==> config.mk <==
export PLATFORM = sky130hd
export DESIGN_NAME = bcd7_scan_driver_flat
export DESIGN_NICKNAME = d
export VERILOG_FILES = /design/src/rtl/bcd7_scan_driver_if.sv /design/src/rtl/bcd7_scan_driver.sv /design/src/flat_wrapper.sv
export SDC_FILE = /design/constraint.sdc
export NUM_CORES = 1
export LEC_CHECK = 0
export ABC_CLOCK_PERIOD_IN_PS = 2500
export BUFFER_PORTS_ARGS = -buffer_cell sky130_fd_sc_hd__buf_2
export CORE_MARGIN = 1.5
export CORE_UTILIZATION = 45
export DETAILED_ROUTE_END_ITERATION = 8
export HOLD_SLACK_MARGIN = 0.15
export PLACE_DENSITY_LB_ADDON = 0.3
export SETUP_SLACK_MARGIN = 0.3
export SYNTH_ARGS = -nofsm -noshare
export SYNTH_HDL_FRONTEND = slang
export SYNTH_SLANG_ARGS = --single-unit
==> constraint.sdc <==
create_clock -name clk -period 2.5 [get_ports clk]
set_clock_uncertainty 0.15 [all_clocks]
set_input_delay 0.25 -clock clk [delete_from_list [all_inputs] [get_ports clk]]
set_output_delay 0.25 -clock clk [all_outputs]
set_load 0.02 [all_outputs]
==> src/rtl/bcd7_scan_driver_if.sv <==
// Peripheral bus bundle for the 4-digit 7-segment scan driver.
// The CPU side drives the master modport; the display controller takes the slave modport.
interface bcd7_scan_driver_if;
  logic        wr_en;
  logic        rd_en;
  logic [31:0] addr;
  logic [31:0] wdata;
  logic [31:0] rdata;

  modport master (
    output wr_en,
    output rd_en,
    output addr,
    output wdata,
    input  rdata
  );

  modport slave (
    input  wr_en,
    input  rd_en,
    input  addr,
    input  wdata,
    output rdata
  );
endinterface

==> src/rtl/bcd7_scan_driver.sv <==
// Memory-mapped 4-digit 7-segment display controller: CTRL/DATA/RAW registers,
// a prescaled digit scanner and a registered active-low {AN, DP, G..A} output bus.
module bcd7_scan_driver #(
  parameter logic [31:0] BASE_ADDR = 32'h4000_0010,
  parameter int unsigned SCAN_DIV  = 50000
) (
  input  logic                clk,
  input  logic                reset,
  bcd7_scan_driver_if.slave   bus,
  output logic [11:0]         BCD7
);

  localparam int unsigned PW = (SCAN_DIV > 1) ? $clog2(SCAN_DIV) : 1;
  localparam logic [PW-1:0] PRESC_TC = PW'(SCAN_DIV - 1);

  localparam logic [1:0] OFS_CTRL = 2'd0;
  localparam logic [1:0] OFS_DATA = 2'd1;
  localparam logic [1:0] OFS_RAW  = 2'd2;

  typedef enum logic [1:0] {
    DIG0 = 2'd0,
    DIG1 = 2'd1,
    DIG2 = 2'd2,
    DIG3 = 2'd3
  } digit_e;

  // Register file
  logic          r_en;
  logic          r_mode;
  logic [3:0]    r_dp_mask;
  logic [15:0]   r_hex;
  logic [11:0]   r_raw;
  logic [31:0]   r_rdata;

  // Scanner state
  digit_e        r_idx;
  digit_e        w_idx_next;
  logic [PW-1:0] r_presc;
  logic [PW-1:0] w_presc_next;

  // Output path
  logic [11:0]   r_bcd7;
  logic [11:0]   w_bcd7_next;
  logic [3:0]    w_an;
  logic [3:0]    w_nibble;
  logic          w_dp_on;

  // Bus decode
  logic          w_hit;
  logic [1:0]    w_sel;
  logic          w_wr;
  logic [31:0]   w_rd_mux;
  logic          w_unused;

  assign w_hit = (bus.addr[31:4] == BASE_ADDR[31:4]);
  assign w_sel = bus.addr[3:2];
  assign w_wr  = bus.wr_en & w_hit;

  // Byte-lane bits below addr[2] and the undefined upper write bits carry no meaning here.
  assign w_unused = ^{bus.addr[1:0], bus.wdata[31:16], bus.wdata[3:2]};

  function automatic logic [6:0] seg_decode(input logic [3:0] nib);
    logic [6:0] seg;
    case (nib)
      4'h0:    seg = 7'h40;
      4'h1:    seg = 7'h79;
      4'h2:    seg = 7'h24;
      4'h3:    seg = 7'h30;
      4'h4:    seg = 7'h19;
      4'h5:    seg = 7'h12;
      4'h6:    seg = 7'h02;
      4'h7:    seg = 7'h78;
      4'h8:    seg = 7'h00;
      4'h9:    seg = 7'h10;
      4'hA:    seg = 7'h08;
      4'hB:    seg = 7'h03;
      4'hC:    seg = 7'h46;
      4'hD:    seg = 7'h21;
      4'hE:    seg = 7'h06;
      default: seg = 7'h0E;
    endcase
    return seg;
  endfunction

  always_ff @(posedge clk) begin
    if (!reset) begin
      r_en      <= 1'b0;
      r_mode    <= 1'b0;
      r_dp_mask <= '0;
      r_hex     <= '0;
      r_raw     <= '0;
    end else if (w_wr) begin
      case (w_sel)
        OFS_CTRL: begin
          r_en      <= bus.wdata[0];
          r_mode    <= bus.wdata[1];
          r_dp_mask <= bus.wdata[7:4];
        end
        OFS_DATA: r_hex <= bus.wdata[15:0];
        OFS_RAW:  r_raw <= bus.wdata[11:0];
        default:  ;
      endcase
    end
  end

  always_comb begin
    w_rd_mux = '0;
    if (w_hit) begin
      case (w_sel)
        OFS_CTRL: w_rd_mux = {24'h0, r_dp_mask, 2'b00, r_mode, r_en};
        OFS_DATA: w_rd_mux = {16'h0, r_hex};
        OFS_RAW:  w_rd_mux = {20'h0, r_raw};
        default:  w_rd_mux = '0;
      endcase
    end
  end

  // Mux sees the registers before this edge's write, so a same-cycle read returns the old value.
  always_ff @(posedge clk) begin
    if (!reset) begin
      r_rdata <= '0;
    end else if (bus.rd_en) begin
      r_rdata <= w_rd_mux;
    end
  end

  assign bus.rdata = r_rdata;

  always_ff @(posedge clk) begin
    if (!reset) begin
      r_presc <= '0;
      r_idx   <= DIG0;
    end else begin
      r_presc <= w_presc_next;
      r_idx   <= w_idx_next;
    end
  end

  // Holding the scanner at 0 while disabled gives digit 0 a full dwell after re-enable.
  always_comb begin
    w_presc_next = r_presc;
    w_idx_next   = r_idx;
    if (!r_en) begin
      w_presc_next = '0;
      w_idx_next   = DIG0;
    end else if (r_presc == PRESC_TC) begin
      w_presc_next = '0;
      case (r_idx)
        DIG0:    w_idx_next = DIG1;
        DIG1:    w_idx_next = DIG2;
        DIG2:    w_idx_next = DIG3;
        default: w_idx_next = DIG0;
      endcase
    end else begin
      w_presc_next = r_presc + 1'b1;
    end
  end

  always_comb begin
    w_an     = 4'b1110;
    w_nibble = r_hex[3:0];
    w_dp_on  = r_dp_mask[0];
    case (r_idx)
      DIG0: begin
        w_an     = 4'b1110;
        w_nibble = r_hex[3:0];
        w_dp_on  = r_dp_mask[0];
      end
      DIG1: begin
        w_an     = 4'b1101;
        w_nibble = r_hex[7:4];
        w_dp_on  = r_dp_mask[1];
      end
      DIG2: begin
        w_an     = 4'b1011;
        w_nibble = r_hex[11:8];
        w_dp_on  = r_dp_mask[2];
      end
      default: begin
        w_an     = 4'b0111;
        w_nibble = r_hex[15:12];
        w_dp_on  = r_dp_mask[3];
      end
    endcase

    w_bcd7_next = '1;
    if (r_en) begin
      if (r_mode) begin
        w_bcd7_next = r_raw;
      end else begin
        w_bcd7_next = {w_an, ~w_dp_on, seg_decode(w_nibble)};
      end
    end
  end

  always_ff @(posedge clk) begin
    if (!reset) begin
      r_bcd7 <= '1;
    end else begin
      r_bcd7 <= w_bcd7_next;
    end
  end

  assign BCD7 = r_bcd7;

endmodule

==> src/flat_wrapper.sv <==
// flat-port wrapper written by rule: the top's interface ports become plain ports
module bcd7_scan_driver_flat 
#(
  parameter logic [31:0] BASE_ADDR = 32'h4000_0010,
  parameter int unsigned SCAN_DIV  = 50000
)
  (clk, reset, BCD7, bus_wr_en, bus_rd_en, bus_addr, bus_wdata, bus_rdata);
  bcd7_scan_driver_if bus_i ();
  input  logic clk;
  input  logic reset;
  output logic [11:0] BCD7;
  input wire logic [$bits(bus_i.wr_en)-1:0] bus_wr_en;
  input wire logic [$bits(bus_i.rd_en)-1:0] bus_rd_en;
  input wire logic [$bits(bus_i.addr)-1:0] bus_addr;
  input wire logic [$bits(bus_i.wdata)-1:0] bus_wdata;
  output wire logic [$bits(bus_i.rdata)-1:0] bus_rdata;
  assign bus_i.wr_en = bus_wr_en;
  assign bus_i.rd_en = bus_rd_en;
  assign bus_i.addr = bus_addr;
  assign bus_i.wdata = bus_wdata;
  assign bus_rdata = bus_i.rdata;
  bcd7_scan_driver #(.BASE_ADDR(BASE_ADDR), .SCAN_DIV(SCAN_DIV)) u_core (.clk(clk), .reset(reset), .bus(bus_i), .BCD7(BCD7));
endmodule
### Word level (Yosys, flattened, before mapping)

Memory sizes are Yosys's and may differ from the RTL's.
Cells that the tools add are included.
Widths: inputs -> output; s select.

| word-level totals | value |
|---|---|
| memory bits (read-only) | 112 |
| register bits | 96 |
| bits in writable memories | 0 |
| latch bits | 0 |
| memories | 1 |
| bits of input ports | 68 |
| output and inout bits | 44 |

Memory list:

| name | words | width | read ports | clocked after memory_dff | wr ports | RTL line | RTL |
|---|---|---|---|---|---|---|---|
| (no name shown) | 16 | 7 | 1 | 0 | 0 | bcd7_scan_driver.sv:64 | `case (nib)` |

| operators by class | value |
|---|---|
| bitwise operators | 4 |
| multiply operators | 0 |
| reductions and logical operators | 7 |
| equal/unequal tests | 6 |
| add/sub/neg operators | 1 |
| div/mod/pow operators | 0 |
| muxes and demuxes | 7 |
| magnitude comparators | 0 |
| shift operators | 0 |

Operators with widths:

| kind | number |
|---|---|
| $pmux 16 s3 | 1 |
| $mux 32 | 1 |
| $eq 28x27->1 const B | 1 |
| $pmux 4 s3 | 2 |
| $add 16x1->16 const B | 1 |
| $eq 16x16->1 const B | 1 |
| $mux 12 | 1 |
| $reduce_and 2->1 | 4 |
| $pmux 2 s3 | 1 |
| $eq 2x1->1 const B | 2 |
| $eq 2x2->1 const B | 2 |
| $logic_not 2->1 | 2 |
| $not 1->1 | 3 |
| $pmux 1 s3 | 1 |
| $reduce_or 3->1 | 1 |
| $and 1x1->1 | 1 |

### Logic depth before layout (Yosys ltp)

Gate-level depths: netlist (run 1).

| logic depth | value |
|---|---|
| depth after elaboration | 4 |
| depth in mapped cells | 10 |
| mapped depth without buffers | 10 |

### Worst setup path after synthesis (run 1)

OpenSTA, ideal clock, no wires.

| timing | value |
|---|---|
| path type | register to register |
| start | register u_core.r_idx[0] |
| end | register u_core.r_bcd7[0], in the netlist u_core.BCD7[0] |
| period minus slack after synthesis | 2.244 ns |
| path slack | 0.256 ns |
| library setup time | 0.087 ns |
| buffers on the path | 0 |
| arrival | 2.007 ns |
| cell stages (with the launch flop) | 11 |
| path through | dfxtp_1 inv_1 ha_1 a222oi_1 a21oi_1 inv_1 ha_1 inv_1 a211oi_1 a211oi_1 o31ai_1 |

| between the ends | value |
|---|---|
| longest elaborated chain between the ends | 4 |
| elaborated cells between the ends (all ways) | 6 |
| classes of those cells | eq/ne: 2; mux: 2; reduce/logical: 1; memory: 1 |

Ends and longest elaborated chain:

| what | RTL line | RTL |
|---|---|---|
| start: declaration | bcd7_scan_driver.sv:36 | `digit_e r_idx;` |
| start signal: assignment | bcd7_scan_driver.sv:135 | `r_idx <= w_idx_next;` |
| $eq 2x2->1, or another cell as far along | bcd7_scan_driver.sv:163 | `case (r_idx)` |
| $pmux 4 s3 * | bcd7_scan_driver.sv:163 |  |
| $mem_v2 16x7 * | - |  |
| $mux 12 * | bcd7_scan_driver.sv:188 | `if (r_mode) begin` |
| end signal: assignment | bcd7_scan_driver.sv:200 | `r_bcd7 <= w_bcd7_next;` |
| end: declaration | bcd7_scan_driver.sv:42 | `logic [11:0] r_bcd7;` |

Every way passes the cells marked *; elsewhere a longest branch is shown, timed or not.
A chain may end at the register's enable or synchronous reset.

### Final worst setup path (run 1)

| timing | value |
|---|---|
| start | register u_core.r_idx[0] |
| end | register u_core.r_bcd7[4], in the netlist u_core.BCD7[4] |

The elaborated chain is that of the path after synthesis.

==> results.sh, run 1 <==
export IMPL_status="complete, no violations"
export IMPL_ys_flop_type="dfxtp_1"
export IMPL_cp_startpoint="u_core.r_idx[0]$_SDFFE_PN0P_"
export IMPL_min_period_over_period_pct=90.0
export IMPL_grt_ovfl_total=0
export IMPL_wire_per_inst_um=16.0
export IMPL_endpoint_kind="flip-flop"
export IMPL_worstPathRequired_ns=2.61
export IMPL_sequentialPowerShare_pct=49.1
export IMPL_fp_dieH_um=97.8
export IMPL_finalHoldViolCount=0
export IMPL_layout_nets=655
export IMPL_start_util_pct=46.4
export IMPL_drt_pass1_iter_count=5
export IMPL_ys_types=48
export IMPL_power_leakage_nw=1.87
export IMPL_fmax_ghz=0.444
export IMPL_synth_edff_count=0
export IMPL_period_needed_ns=2.25
export IMPL_place_inst=644
export IMPL_slowest_delay_ns=0.39
export IMPL_critical_path_slowest_cell="dfxtp_4"
export IMPL_numClockSinks=80
export IMPL_ys_warn_count=0
export IMPL_ios=112
export IMPL_power_density_nw_per_um2=505
export IMPL_finalSetupTns_ns=0
export IMPL_path_delay_family="compound AO/OA/AOI/OAI gates"
export IMPL_dp_slack_ns=0.0785
export IMPL_area_growth_syn_to_layout_pct=26.7
export IMPL_ys_seq_area_share_pct=39.6
export IMPL_worst_ep_arrival_time_ns=2.36
export IMPL_root_buffer="clkbuf_8"
export IMPL_core_area_um2=8720
export IMPL_drt_iter0_drc=401
export IMPL_place_gp_congestion=0.894
export IMPL_final_cells=689
export IMPL_clkSlewWorstSetupHoldPaths_ns=0.09
export IMPL_peakVddDrop_uv=350
export IMPL_final_area_um2=5120
export IMPL_path_class="reg2reg"
export IMPL_cap_violations=0
export IMPL_cp_max_fo=5
export IMPL_rr_startpoint="u_core.r_idx[0]$_SDFFE_PN0P_"
export IMPL_rows=34
export IMPL_cts_tree="built"
export IMPL_grt_setup_unrepaired="yes"
export IMPL_finalWirelength_um=11000
export IMPL_die_width_um=97.8
export IMPL_grt_max_degree=46
export IMPL_placed_cell_area_um2=4510
export IMPL_async_reset_ff_share_pct=0
export IMPL_pwr_share_clk_pct=45.6
export IMPL_path_buf_inv=2
export IMPL_avgSynthCellArea_um2=8.55
export IMPL_grt_pass1_vias=3716
export IMPL_hold_start="bus_rd_en"
export IMPL_p_comb_share_pct=5.3
export IMPL_slew_headroom_pct=56.4
export IMPL_num_fill_cells=781
export IMPL_worstSkewPairLatency_ns=0.35
export IMPL_hp_class="in2reg"
export IMPL_cts_buffer_depth=2
export IMPL_drc=0
export IMPL_ys_seq_elements=80
export IMPL_cp_start_kind="flip-flop"
export IMPL_worst_slew_pin_slew_ns=0.649
export IMPL_hpwl_um=7740
export IMPL_p_switching_w=0.000559
export IMPL_antenna_found_initial=0
export IMPL_p_total_w=0.00259
export IMPL_swShare_pct=21.6
export IMPL_track_usage_pct=23.4
export IMPL_path_cells="inv_4 > ha_4 > a222oi_1 > a21oi_2 > buf_4 > ha_4 > a211oi_2 > a211oi_2 > o31ai_2"
export IMPL_placement_io_buffers=77
export IMPL_numCtsBuffers=9
export IMPL_n_antenna_cell=0
export IMPL_drive_gt1_share_pct=25.0
export IMPL_syn_inst=473
export IMPL_dieArea_um2=9560
export IMPL_final_setup_worst_slack_ns=0.250
export IMPL_ant_nets=0
export IMPL_slew_viol_final=0
export IMPL_vias=3879
export IMPL_htree_num_levels=3
export IMPL_viasPerCell=5.63
export IMPL_grt_first_pass_wirelength_um=18300
export IMPL_setup_violations=0
export IMPL_netlist_area_um2=4040
export IMPL_p_int_w=0.00203
## metal layers
metal	wire length (um)	GRT usage, %
met5	0	0
met4	247	8.68
met3	520	3.58
met2	5270	38.2
met1	5010	31.3
## cells in the mapped netlist, drive strengths merged, types with 5 or more instances
| cell | instances | area, um^2 |
|---|---|---|
| nand4 | 8 | 50.1 |
| nor2b | 11 | 68.8 |
| a21boi | 35 | 263 |
| nor3 | 10 | 50.1 |
| o21ai | 43 | 215 |
| mux2i | 9 | 90.1 |
| a22oi | 7 | 52.6 |
| nor4 | 8 | 50.1 |
| clkbuf | 25 | 93.8 |
| a21oi | 10 | 50.1 |
| a211oi | 13 | 97.6 |
| dfxtp | 80 | 1600 |
| nor2 | 23 | 86.3 |
| inv | 19 | 71.3 |
| buf | 22 | 165 |
| a32o | 6 | 60.1 |
| o32ai | 6 | 52.6 |
| xnor2 | 13 | 114 |
| nand2 | 27 | 109 |
| and2 | 7 | 43.8 |
| nand3 | 41 | 205 |
| o31ai | 5 | 37.5 |
| ha | 11 | 138 |
## logic make-up (layout without fill, tap and decap cells)
logic type                 after synthesis  in the layout  synth area share (%)
buffers and inverters                   67            160                  8.26
other                                    1             16                0.0927
adders and majority gates               11             11                  3.40
xor gates and xnor gates                14             14                  3.03
DFF                                     80             80                  39.6
and+or+nand+nor                        150            150                  19.6
AOI/OAI and AO/OA                      141            141                  23.8
muxes                                    9              9                  2.23
## cell usage in the layout (no fill, tap or decap), types with 11 or more instances in the layout
cell           count
nand2_1           26
nand3_1           41
buf_2             77
buf_4             28
dfxtp_1           78
nor2b_1           11
o21ai_0           43
a21boi_0          30
xnor2_1           13
inv_1             14
nor2_1            23
conb_1            16
dlygate4sd3_1     19
## flip-flops by register name (all words and copies together) (netlist names)
signal and count:
u_core.r_mode 1, u_core.bus.rdata 16, u_core.r_hex 16, u_core.r_idx 2, u_core.r_presc 16, u_core.r_en 1
u_core.r_raw 12, u_core.BCD7 12, u_core.r_dp_mask 4
## stage by stage
stage | utilization, % | hold WS (ns)
after floorplan | - | 0.251
after global placement | 51.7 | 0.294
final | 58.8 | 0.221
after detailed placement | 51.7 | 0.305
after global routing | 58.8 | 0.221
after CTS | 57.4 | 0.207
## layout make-up
cell class / instances / area (um^2) / share of cell area, %
well taps: 108 / 135 / 2.64
inverters: 20 / 77.6 / 1.51
repair buffers: 124 / 786 / 15.3
clock inverters: 6 / 115 / 2.25
clock buffers: 10 / 138 / 2.69
multi-input cells: 341 / 2270 / 44.2
flip-flops and latches: 80 / 1610 / 31.3
## final timing paths
check                                       to  slack, ns  depth (start not counted)
max                  u_core.BCD7[4]$_SDFF_PN1_       0.25                          9
min          u_core.bus.rdata[12]$_SDFFE_PN0P_       0.22                          3
max reg2reg          u_core.BCD7[4]$_SDFF_PN1_       0.25                          9
min reg2reg       u_core.r_presc[0]$_SDFF_PP0_       0.32                          1
## timing repair
action / in CTS / in global routing
hold endpoints to repair: 34 / 0
setup buffers: 3 / 7
pin swaps: 3 / 13
setup endpoints to repair: 7 / 19
hold buffers: 19 / 0
gates resized for setup: 11 / 15
## power by group through the flow
stage / Combinational, W / Clock [W] / Sequential (W)
after global routing: 0.000149 / 0.00126 / 0.00127
final: 0.000138 / 0.00118 / 0.00127
after global placement: 0.000113 / 0 / 0.00130
after floorplan: 0.0000775 / 0 / 0.00130
after CTS: 0.000136 / 0.00120 / 0.00127
after detailed placement: 0.000115 / 0 / 0.00130
## worst reg2reg max path, delay by kind of cell (launching register included)
family,cells,cell delay (ns)
AOI/OAI and AO/OA,5,1.05
DFF,1,0.39
adders and majority gates,2,0.33
buffers and inverters,2,0.24
Note: power is estimated with default switching activity, not from simulation.
==> inputs of run 2 (changes only) <==
--- a/config.mk
+++ b/config.mk
@@ -9,10 +9,12 @@
 export BUFFER_PORTS_ARGS = -buffer_cell sky130_fd_sc_hd__buf_2
 export CORE_MARGIN = 1.5
 export CORE_UTILIZATION = 45
+export CTS_CLUSTER_SIZE = 20
 export DETAILED_ROUTE_END_ITERATION = 8
 export HOLD_SLACK_MARGIN = 0.15
 export PLACE_DENSITY_LB_ADDON = 0.3
 export SETUP_SLACK_MARGIN = 0.3
+export SLEW_MARGIN = 25
 export SYNTH_ARGS = -nofsm -noshare
 export SYNTH_HDL_FRONTEND = slang
 export SYNTH_SLANG_ARGS = --single-unit
==> constraint.sdc (replaced) <==
create_clock -name clk -period 2.5 [get_ports clk]
set_clock_uncertainty 0.15 [all_clocks]
set_input_delay 0.375 -clock clk [delete_from_list [all_inputs] [get_ports clk]]
set_output_delay 0.375 -clock clk [all_outputs]
set_load 0.02 [all_outputs]
==> run 2 against run 1 <==
Compared with the run above:
- first-iteration DRC count decreased by 13%
- worst setup slack got worse by 0.011 ns
- worst hold slack got worse by 0.055 ns
- power decreased by 6.2%
- global-route usage increased by 0.67 points
- combinational power decreased by 3%
- via count about the same
- highest routed layer unchanged
==> results.sh, run 2 (same netlist as run 1, synthesis figures left out) <==
export IMPL_slowest_delay_ns=0.41
export IMPL_dieArea_um2=9560
export IMPL_min_period_over_period_pct=90.5
export IMPL_numClockSinks=80
export IMPL_slew_headroom_pct=52.0
export IMPL_p_comb_share_pct=5.5
export IMPL_setup_violations=0
export IMPL_grt_max_degree=46
export IMPL_worstSkewPairLatency_ns=0.37
export IMPL_finalSetupTns_ns=0
export IMPL_cap_violations=0
export IMPL_worst_ep_arrival_time_ns=2.38
export IMPL_period_needed_ns=2.26
export IMPL_drt_pass1_iter_count=4
export IMPL_peakVddDrop_uv=308
export IMPL_drc=0
export IMPL_finalHoldViolCount=0
export IMPL_place_gp_congestion=0.848
export IMPL_path_class="reg2reg"
export IMPL_power_density_nw_per_um2=484
export IMPL_fmax_ghz=0.442
export IMPL_cts_buffer_depth=2
export IMPL_p_int_w=0.00182
export IMPL_rows=34
export IMPL_hold_start="bus_wdata[0]"
export IMPL_grt_pass1_vias=3708
export IMPL_core_area_um2=8720
export IMPL_path_cells="inv_4 > ha_4 > a222oi_1 > a21oi_2 > buf_6 > ha_2 > a211oi_2 > a211oi_2 > o31ai_1"
export IMPL_numCtsBuffers=9
export IMPL_cp_start_kind="flip-flop"
export IMPL_fp_dieH_um=97.8
export IMPL_grt_ovfl_total=0
export IMPL_grt_setup_unrepaired="yes"
export IMPL_area_growth_syn_to_layout_pct=24.1
export IMPL_swShare_pct=25.2
export IMPL_layout_nets=644
export IMPL_n_antenna_cell=0
export IMPL_p_total_w=0.00243
export IMPL_pwr_share_clk_pct=42.1
export IMPL_ios=112
export IMPL_hpwl_um=8000
export IMPL_critical_path_slowest_cell="a222oi_1"
export IMPL_grt_first_pass_wirelength_um=18400
export IMPL_cp_max_fo=5
export IMPL_htree_num_levels=3
export IMPL_drive_gt1_share_pct=25.4
export IMPL_root_buffer="clkbuf_8"
export IMPL_antenna_found_initial=0
export IMPL_slew_viol_final=0
export IMPL_finalWirelength_um=11300
export IMPL_placement_io_buffers=77
export IMPL_rr_startpoint="u_core.r_idx[0]$_SDFFE_PN0P_"
export IMPL_cts_tree="built"
export IMPL_drt_iter0_drc=349
export IMPL_power_leakage_nw=1.79
export IMPL_start_util_pct=46.4
export IMPL_p_switching_w=0.000614
export IMPL_status="complete, no violations"
export IMPL_ant_nets=0
export IMPL_vias=3880
export IMPL_worstPathRequired_ns=2.62
export IMPL_final_common_cell="dfxtp_1"
export IMPL_track_usage_pct=24.0
export IMPL_wire_per_inst_um=16.7
export IMPL_endpoint_kind="flip-flop"
export IMPL_clkSlewWorstSetupHoldPaths_ns=0.09
export IMPL_crit_top_cell="a211oi_2"
export IMPL_die_width_um=97.8
export IMPL_hp_class="in2reg"
export IMPL_cp_startpoint="u_core.r_idx[0]$_SDFFE_PN0P_"
export IMPL_mostFrequentLayoutCells="dfxtp_1, buf_2, o21ai_0"
export IMPL_worst_slew_pin_slew_ns=0.713
export IMPL_viasPerCell=5.72
export IMPL_sequentialPowerShare_pct=52.3
-- run 2: path summary, 6_finish.rpt --
kind,endpoint,slack [ns],cells past startpoint
setup / recovery,u_core.BCD7[4]$_SDFF_PN1_,0.24,9
hold / removal,u_core.r_en$_SDFFE_PN0P_,0.17,3
setup reg to reg,u_core.BCD7[4]$_SDFF_PN1_,0.24,9
hold reg to reg,u_core.r_presc[0]$_SDFF_PP0_,0.33,1
-- run 2: cell type report --
class / instances / area (um^2)
Fill cell: 820 / 3700
Clock buffer: 9 / 124
Clock inverter: 7 / 87.6
Tap cell: 108 / 135
Inverter: 20 / 77.6
Timing Repair Buffer: 113 / 696
Sequential cell: 80 / 1610
Multi-Input combinational cell: 341 / 2290
-- run 2: metrics by stage --
step / instances / hold WS, ns / util [%] / worst slack, ns / area [um^2]
2_1_floorplan: 488 / 0.280 / - / 0.302 / 4110
3_5_place_dp: 645 / 0.311 / 51.8 / 0.0527 / 4510
4_1_cts: 676 / 0.155 / 56.4 / 0.268 / 4920
3_3_place_gp: 645 / 0.293 / 51.8 / 0.170 / 4510
5_1_grt: 678 / 0.165 / 57.5 / 0.123 / 5020
6_report: 678 / 0.166 / 57.5 / 0.238 / 5020
-- run 2: routing by layer --
metal | vias up | track usage, % | wire (um) | part of all wire (%)
li1 | 1871 | - | - | -
met1 | 1846 | 30.6 | 5060 | 45
met2 | 136 | 40.2 | 5460 | 48
met3 | 27 | 5.73 | 563 | 5.0
met4 | 0 | 7.91 | 247 | 2.2
met5 | - | 0 | 0 | 0
-- run 2: power by group through the flow --
stage | logic, W | registers [W] | clock network, W
after floorplan | 0.0000775 | 0.00130 | 0
after global placement | 0.000114 | 0.00130 | 0
after detailed placement | 0.000115 | 0.00130 | 0
after CTS | 0.000131 | 0.00127 | 0.00104
after global routing | 0.000143 | 0.00127 | 0.00109
final | 0.000134 | 0.00127 | 0.00102
-- run 2: repair_timing --
action	CTS	global route
endpoints found under the hold margin	21	0
setup buffers	2	2
hold buffers	13	0
resized for setup	14	21
pin swaps	7	14
endpoints found under the setup margin	7	7
-- run 2: critical path, delay by kind of cell (launching register included) --
kind | cells | cell delay (ns)
DFF | 1 | 0.39
AOI/OAI and AO/OA | 5 | 1.06
buffers and inverters | 2 | 0.21
adders and majority gates | 2 | 0.35
